**config.mk**
```make
export PLATFORM = sky130hd
export DESIGN_NAME = multicycle_control
export DESIGN_NICKNAME = d
export VERILOG_FILES = /design/src/rtl/multicycle_control.sv
export SDC_FILE = /design/constraint.sdc
export NUM_CORES = 1
export LEC_CHECK = 0
export ABC_AREA = 1
export BUFFER_PORTS_ARGS = -buffer_cell sky130_fd_sc_hd__buf_2
export CORE_ASPECT_RATIO = 0.6
export CORE_MARGIN = 10
export CORE_UTILIZATION = 25
export CTS_BUF_LIST = sky130_fd_sc_hd__clkbuf_4 sky130_fd_sc_hd__clkbuf_8
export DETAILED_ROUTE_END_ITERATION = 16
export MAX_ROUTING_LAYER = met4
export PLACE_DENSITY_LB_ADDON = 0.05
export SLEW_MARGIN = 40
export SYNTH_ARGS = -nofsm -noshare
export SYNTH_HDL_FRONTEND = slang
export SYNTH_SLANG_ARGS = --single-unit
```
**constraint.sdc**
```tcl
create_clock -name clk -period 4.5 [get_ports clk]
set_clock_uncertainty 0.05 [all_clocks]
set_input_delay 1.35 -clock clk [delete_from_list [all_inputs] [get_ports clk]]
set_output_delay 1.35 -clock clk [all_outputs]
set_load 0.05 [all_outputs]
```
**src/rtl/multicycle_control.sv**
```systemverilog
// Multi-cycle LEGv8 control FSM with a memory wait-state handshake and a memory watchdog.
// Define MC_PERF_CNT_EN to add the retired / stall_cycles performance counters.
module multicycle_control #(
  parameter int MEM_WAIT_MAX = 15,
  parameter int WAIT_W       = 4
) (
  input  logic        clk,
  input  logic        reset,
  input  logic [10:0] opcode,
  input  logic        Zero,
  input  logic        mem_ready,
  output logic        PC_write,
  output logic        PCSource,
  output logic        IorD,
  output logic        IR_write,
  output logic        MemRead,
  output logic        MemWrite,
  output logic        Reg2Loc,
  output logic        RegWrite,
  output logic        MemtoReg,
  output logic        ALUSrcA,
  output logic [1:0]  ALUSrcB,
  output logic [1:0]  ALUOp,
  output logic [3:0]  state,
  output logic        illegal_op,
  output logic        mem_fault
`ifdef MC_PERF_CNT_EN
  ,
  output logic [31:0] retired,
  output logic [31:0] stall_cycles
`endif
);

  typedef enum logic [3:0] {
    S_FETCH  = 4'd0,
    S_DECODE = 4'd1,
    S_R_EXEC = 4'd2,
    S_R_WB   = 4'd3,
    S_ADDR   = 4'd4,
    S_LD_MEM = 4'd5,
    S_LD_WB  = 4'd6,
    S_ST_MEM = 4'd7,
    S_CBZ    = 4'd8,
    S_B      = 4'd9,
    S_HALT   = 4'd15
  } state_t;

  typedef struct packed {
    logic       pc_write;
    logic       pc_source;
    logic       i_or_d;
    logic       ir_write;
    logic       mem_read;
    logic       mem_write;
    logic       reg2loc;
    logic       reg_write;
    logic       mem_to_reg;
    logic       alu_src_a;
    logic [1:0] alu_src_b;
    logic [1:0] alu_op;
  } ctl_t;

  state_t            cur, nxt;
  ctl_t              ctl;
  logic [WAIT_W-1:0] wait_cnt;
  logic              watched, set_illegal, set_fault, wait_hit;
  logic              is_rtype, is_ldur, is_stur, is_cbz, is_b;

  assign is_rtype = (opcode == 11'b10001011000) || (opcode == 11'b11001011000) ||
                    (opcode == 11'b10001010000) || (opcode == 11'b10101010000);
  assign is_ldur  = (opcode == 11'b11111000010);
  assign is_stur  = (opcode == 11'b11111000000);
  assign is_cbz   = (opcode[10:3] == 8'b10110100);
  assign is_b     = (opcode[10:5] == 6'b000101);
  assign wait_hit = (wait_cnt == WAIT_W'(MEM_WAIT_MAX));

  // NOTE: every signal written here gets a default first so no path can infer a latch.
  always_comb begin
    ctl         = '0;
    nxt         = cur;
    watched     = 1'b0;
    set_illegal = 1'b0;
    set_fault   = 1'b0;
    unique case (cur)
      S_FETCH: begin
        watched           = 1'b1;
        ctl.mem_read      = 1'b1;
        ctl.alu_src_b     = 2'b01;
        if (mem_ready) begin
          ctl.ir_write = 1'b1;
          ctl.pc_write = 1'b1;
          nxt          = S_DECODE;
        end
      end
      S_DECODE: begin
        ctl.alu_src_b = 2'b11;
        ctl.reg2loc   = is_stur || is_cbz;
        if (is_rtype)                nxt = S_R_EXEC;
        else if (is_ldur || is_stur) nxt = S_ADDR;
        else if (is_cbz)             nxt = S_CBZ;
        else if (is_b)               nxt = S_B;
        else begin
          set_illegal = 1'b1;
          nxt         = S_FETCH;
        end
      end
      S_R_EXEC: begin
        ctl.alu_src_a = 1'b1;
        ctl.alu_op    = 2'b10;
        nxt           = S_R_WB;
      end
      S_R_WB: begin
        ctl.reg_write = 1'b1;
        nxt           = S_FETCH;
      end
      S_ADDR: begin
        ctl.alu_src_a = 1'b1;
        ctl.alu_src_b = 2'b10;
        ctl.reg2loc   = 1'b1;
        nxt           = is_ldur ? S_LD_MEM : (is_stur ? S_ST_MEM : S_FETCH);
      end
      S_LD_MEM: begin
        watched      = 1'b1;
        ctl.mem_read = 1'b1;
        ctl.i_or_d   = 1'b1;
        if (mem_ready) nxt = S_LD_WB;
      end
      S_LD_WB: begin
        ctl.reg_write  = 1'b1;
        ctl.mem_to_reg = 1'b1;
        nxt            = S_FETCH;
      end
      S_ST_MEM: begin
        watched       = 1'b1;
        ctl.mem_write = 1'b1;
        ctl.i_or_d    = 1'b1;
        ctl.reg2loc   = 1'b1;
        if (mem_ready) nxt = S_FETCH;
      end
      S_CBZ: begin
        ctl.alu_src_a = 1'b1;
        ctl.alu_op    = 2'b01;
        ctl.reg2loc   = 1'b1;
        ctl.pc_source = 1'b1;
        ctl.pc_write  = Zero;
        nxt           = S_FETCH;
      end
      S_B: begin
        ctl.pc_source = 1'b1;
        ctl.pc_write  = 1'b1;
        nxt           = S_FETCH;
      end
      S_HALT:  nxt = S_HALT;
      default: nxt = S_FETCH;
    endcase

    // A ready in the deadline cycle still completes the access.
    if (watched && !mem_ready && wait_hit) begin
      nxt       = S_HALT;
      set_fault = 1'b1;
    end

    // Reset abandons the instruction, so nothing partial reaches the datapath.
    if (reset) ctl = '0;
  end

  assign {PC_write, PCSource, IorD, IR_write, MemRead, MemWrite, Reg2Loc,
          RegWrite, MemtoReg, ALUSrcA, ALUSrcB, ALUOp} = ctl;
  assign state = cur;

  // NOTE: state registers use non-blocking assignments so every flop samples pre-edge values.
  always_ff @(posedge clk) begin
    if (reset) begin
      cur        <= S_FETCH;
      wait_cnt   <= '0;
      illegal_op <= 1'b0;
      mem_fault  <= 1'b0;
    end else begin
      cur <= nxt;
      if (nxt != cur)                wait_cnt <= '0;
      else if (watched && !mem_ready) wait_cnt <= wait_cnt + WAIT_W'(1);
      if (set_illegal) illegal_op <= 1'b1;
      if (set_fault)   mem_fault  <= 1'b1;
    end
  end

`ifdef MC_PERF_CNT_EN
  logic retire;
  assign retire = (nxt == S_FETCH) &&
                  (cur inside {S_R_WB, S_LD_WB, S_ST_MEM, S_CBZ, S_B});

  always_ff @(posedge clk) begin
    if (reset) begin
      retired      <= '0;
      stall_cycles <= '0;
    end else if (cur != S_HALT) begin
      if (retire)                  retired      <= retired + 32'd1;
      if (watched && !mem_ready)   stall_cycles <= stall_cycles + 32'd1;
    end
  end
`endif

endmodule

```
# [Word level (Yosys, flattened, before mapping)]
# Cells that the tools add are included.
[classes] muxes=32 n_reduce_logical=17 n_addsub=1 eq_ne=20
[ops] cell="== test 11 bit, second input constant" n=6
[ops] cell="2-to-1 mux 4 bit" n=8
[ops] cell="one-hot mux 4 bit (7 select lines)" n=1
[ops] cell="== test 4 x 3 -> 1 bit, second input constant" n=4
[ops] cell="== test 4 bit, second input constant" n=4
[ops] cell="2-to-1 mux 1 bit" n=16
[ops] cell="2-to-1 mux 14 bit" n=1
[ops] cell="OR reduction 2 bit" n=5
[ops] cell="OR reduction 3 bit" n=3
[ops] cell="== test 4 x 2 -> 1 bit, second input constant" n=2
[ops] cell="== test 8 bit, second input constant" n=1
[ops] cell="== test 6 x 3 -> 1 bit, second input constant" n=1
[ops] cell="2-to-1 mux 3 bit" n=2
[ops] cell="one-hot mux 2 bit (3 select lines)" n=1
[ops] cell="logical OR 1 bit" n=5
[ops] cell="adder 4 x 1 -> 4 bit, second input constant" n=1
[ops] cell="== test 4 x 1 -> 1 bit, second input constant" n=1
[ops] cell="zero test 4 bit" n=1
[ops] cell="!= test 4 bit" n=1
[ops] cell="one-hot mux 2 bit (2 select lines)" n=1
[ops] cell="one-hot mux 1 bit (3 select lines)" n=1
[ops] cell="logical AND 1 bit" n=2
[ops] cell="one-hot mux 1 bit (2 select lines)" n=1
[ops] cell="zero test 1 bit" n=1
[totals] reg_bits=10

# [Depth between registers and ports, before layout]
[logic_depth] word_depth=9 ltp_mapped=13 mapped_depth_nobuf=13

# [Worst setup path after synthesis]
# OpenSTA, ideal clock, no wires.
[synth_path] path_type="input to output" from="input port opcode[3]" to="output port Reg2Loc" cell_stages=7 required_ps=3100 arrival_time_ps=2630 slack_ps=470 cell_sequence="inv_1 > nand2_1 > nor2_1 > nand3_1 > nand2_1 > nand2_1 > a31oi_1"
[synth_between] elab_chain_len=4 word_cells_on_any_way=5 classes_between="eq/ne: 2; mux: 2; reduce/logical: 1"
[synth_lines] element="start, declared" line_no="9" source="input logic [10:0] opcode,"
[synth_lines] element="== test 11 bit / == test 8 bit (equally long branches)" line_no="72, 73"
[synth_lines] element="logical OR 1 bit (*)" line_no="97" source="ctl.reg2loc = is_stur || is_cbz;"
[synth_lines] element="one-hot mux 1 bit (2 select lines) (*)" line_no="84" source="unique case (cur)"
[synth_lines] element="2-to-1 mux 14 bit (*)" line_no="164" source="if (reset) ctl = '0;"
[synth_lines] element="end, declared" line_no="18" source="output logic Reg2Loc,"
# Every way passes the cells marked *; elsewhere a longest branch is shown, timed or not.

# [Worst setup path after layout]
# Ends and elaborated chain as after synthesis.

==> flow_summary.yaml <==
route:
  met3_length_um: 203
  drt_iter0_drc: 104
  wl_met2_um: 1280
  vias: 1235
  wl_met1_um: 1940
  finalWirelength_um: 3430
  viasPerCell: 4.35
  wire_per_inst_um: 12.1
  ant_nets: 0
  drcViolationCount: 0
  dr.max_layer_used: "met4"
  firstDrtPassIters: 4
setup_path:
  r2r_end: "wait_cnt[1]$_SDFFE_PP0P_"
  crit_required_ns: 3.10
  rrSetupSlack_ns: 2.46
  crit_fanout: 4
  crit_top_cell: "nand2_1"
  path_class: "in -> out"
  critPathLaunchType: "input pin"
  arrival_ns: 2.45
  r2r-start: "state[0]$_SDFF_PP0_"
  cp_slowest_cell: "buf_2"
  worstSetupEndpointType: "output pin"
  max_stage_delay_ns: 0.29
  r2r_cells: 12
  path_cells: "buf_2 -> inv_1 -> nand2_1 -> nor2_1 -> nand3_1 -> nand2_1 -> nand2_1 -> a31oi_1 -> buf_2"
sta:
  max_slew_margin_pct: 69.0
  tns_ns: 0
  tightest_slew_ns: 0.464
  period_share_pct: 85.6
  rsz0062_at_grt: "false"
  setup_viol: 0
  drv_slew: 0
  min_period_ns: 3.85
  hold_violations: 0
  fmax_mhz: 260
  timing.hold.ws_ns: 0.397
logic_synthesis:
  synth_edf_count: 0
  synth.yosys.seq_area_share_pct: 18.8
  syn_inst: 190
  syn_area_um2: 1070
  synthFlopType: "dfxtp_1"
  ys_ff_latch: 10
  yosysWarnings: 0
  synthDistinctLibCells: 24
  synth_area_per_cell_um2: 5.61
  synth_top_area_share_pct: 18.8
  synthesis.nets: 206
  ys_async_sr_fraction_pct: 0
  ys_top_cells_by_area: "dfxtp_1, nor2_1, nand2_1"
  synth_top_area_cell: "dfxtp_1"
cells_and_area:
  layout_commonest_cell: "nor2_1"
  final-instance-count-excl-fill: 284
  drive_gt1_share_pct: 25.9
  layout.nets: 241
  area_growth_pct: 25.4
  diodes: 0
  layout_common_cells: "nor2_1, nand2_1, buf_2"
grt:
  grt_start_max_net_pins: 18
  grt_use_total_pct: 9.31
  overflow: 0
  grt_pass1_vias: 1209
  grt_pass1_wl_um: 5710
  antenna_found_initial: 0
power:
  vdd_ir_drop_max_mv: 0.0972
  p_per_area_nw_per_um2: 202
  p_leak_nw: 0.722
clock_network:
  cts_tree: "done"
  cts_sinks: 10
  postCtsHoldBufs: 0
  clkTransAtPathRegs_ns: 0.05
  insertion_delay_ns: 0.24
  htree_levels: 1
  root_buffer: "clkbuf_8"
  cts_resized: 0
  post_cts_buffers: 0
  cts_max_path_buffers: 2
  cts-buffers-inserted: 3
floorplanning:
  io_pins: 35
  start_util_pct: 25.9
  die_area_um2: 7360
  fp-row-count: 18
  fp.dieH_um: 70.6
  coreArea_um2: 4120
  die_w_um: 104
placed_design:
  dp_hpwl_um: 2860
  place_congestion: 0.830
  dp_cells: 280
  portBuffers: 34
worst_hold_path:
  hold_end: "mem_fault$_SDFFE_PP0P_"
  min_from: "mem_fault$_SDFFE_PP0P_"
  hp-class: "reg -> reg"
  hold_path_depth: 2
outcome:
  status: "completed"
flow_run:
  drv_cap: 0
==> synthesized netlist by cell type, drive strengths merged (3+ instances only) <==
master and instances:
nand3 15, nand2 50, nor2 52, inv 28, nand4 8, xor2 3, dfxtp 10, a21oi 9
==> cell type report <==
class / instances / area, um2
clock buffer: 4 / 55.1
fill: 498 / 2790
inverter: 29 / 110
multi-input combinational: 147 / 726
sequential: 10 / 200
tap: 60 / 75.1
timing repair buffer: 34 / 170
==> cell families (layout without fill, tap and decap cells) <==
| group | count (synthesis) | in the layout | share of synthesized area, % |
|---|---|---|---|
| AND/OR/NAND/NOR | 127 | 127 | 55.9 |
| AO/OA/AOI/OAI | 15 | 15 | 7.63 |
| adder cells (fa/ha/maj) | 1 | 1 | 1.17 |
| buffers and inverters | 33 | 67 | 13.1 |
| flip-flops | 10 | 10 | 18.8 |
| XOR/XNOR | 3 | 3 | 2.47 |
| multiplexers | 1 | 1 | 0.939 |
==> per-layer routing <==
metal | vias up | GRT usage [%]
met5 | - | -
met4 | 0 | 1.38
met3 | 2 | 2.17
met2 | 43 | 12.3
met1 | 531 | 13.8
li1 | 659 | -
==> critical path: cells and delay by family <==
kind | cells | cell delay [ns]
simple gates | 5 | 0.49
buf+inv | 3 | 0.47
compound gates | 1 | 0.14
==> worst max-delay path by stage <==
stage	start	end	cells after the start
after floorplan	opcode[3]	Reg2Loc	7
after detailed placement	opcode[3]	Reg2Loc	9
after global placement	opcode[3]	Reg2Loc	9
final	opcode[3]	Reg2Loc	9
after CTS	opcode[3]	Reg2Loc	9
after global routing	opcode[3]	Reg2Loc	9
==> registers in the layout, summed over array words and instances, names as in the netlist <==
register and cells:
state 4, wait_cnt 4, illegal_op 1, mem_fault 1
==> where the power goes <==
| group | internal [mW] | switching [mW] |
|---|---|---|
| registers | 0.0909 | 0.00312 |
| logic | 0.0177 | 0.0426 |
| clock network | 0.0772 | 0.0379 |
==> per-stage QoR <==
stage	power [mW]	util [%]	cell area (um2)	worst slack [ns]
floorplan	0.139	-	1070	0.470
global placement	0.157	31.1	1280	0.673
detailed placement	0.156	31.1	1280	0.656
CTS	0.274	32.4	1340	0.649
global route	0.283	32.4	1340	0.514
finish	0.270	32.4	1340	0.649
Note: power is estimated with default switching activity, not from simulation.
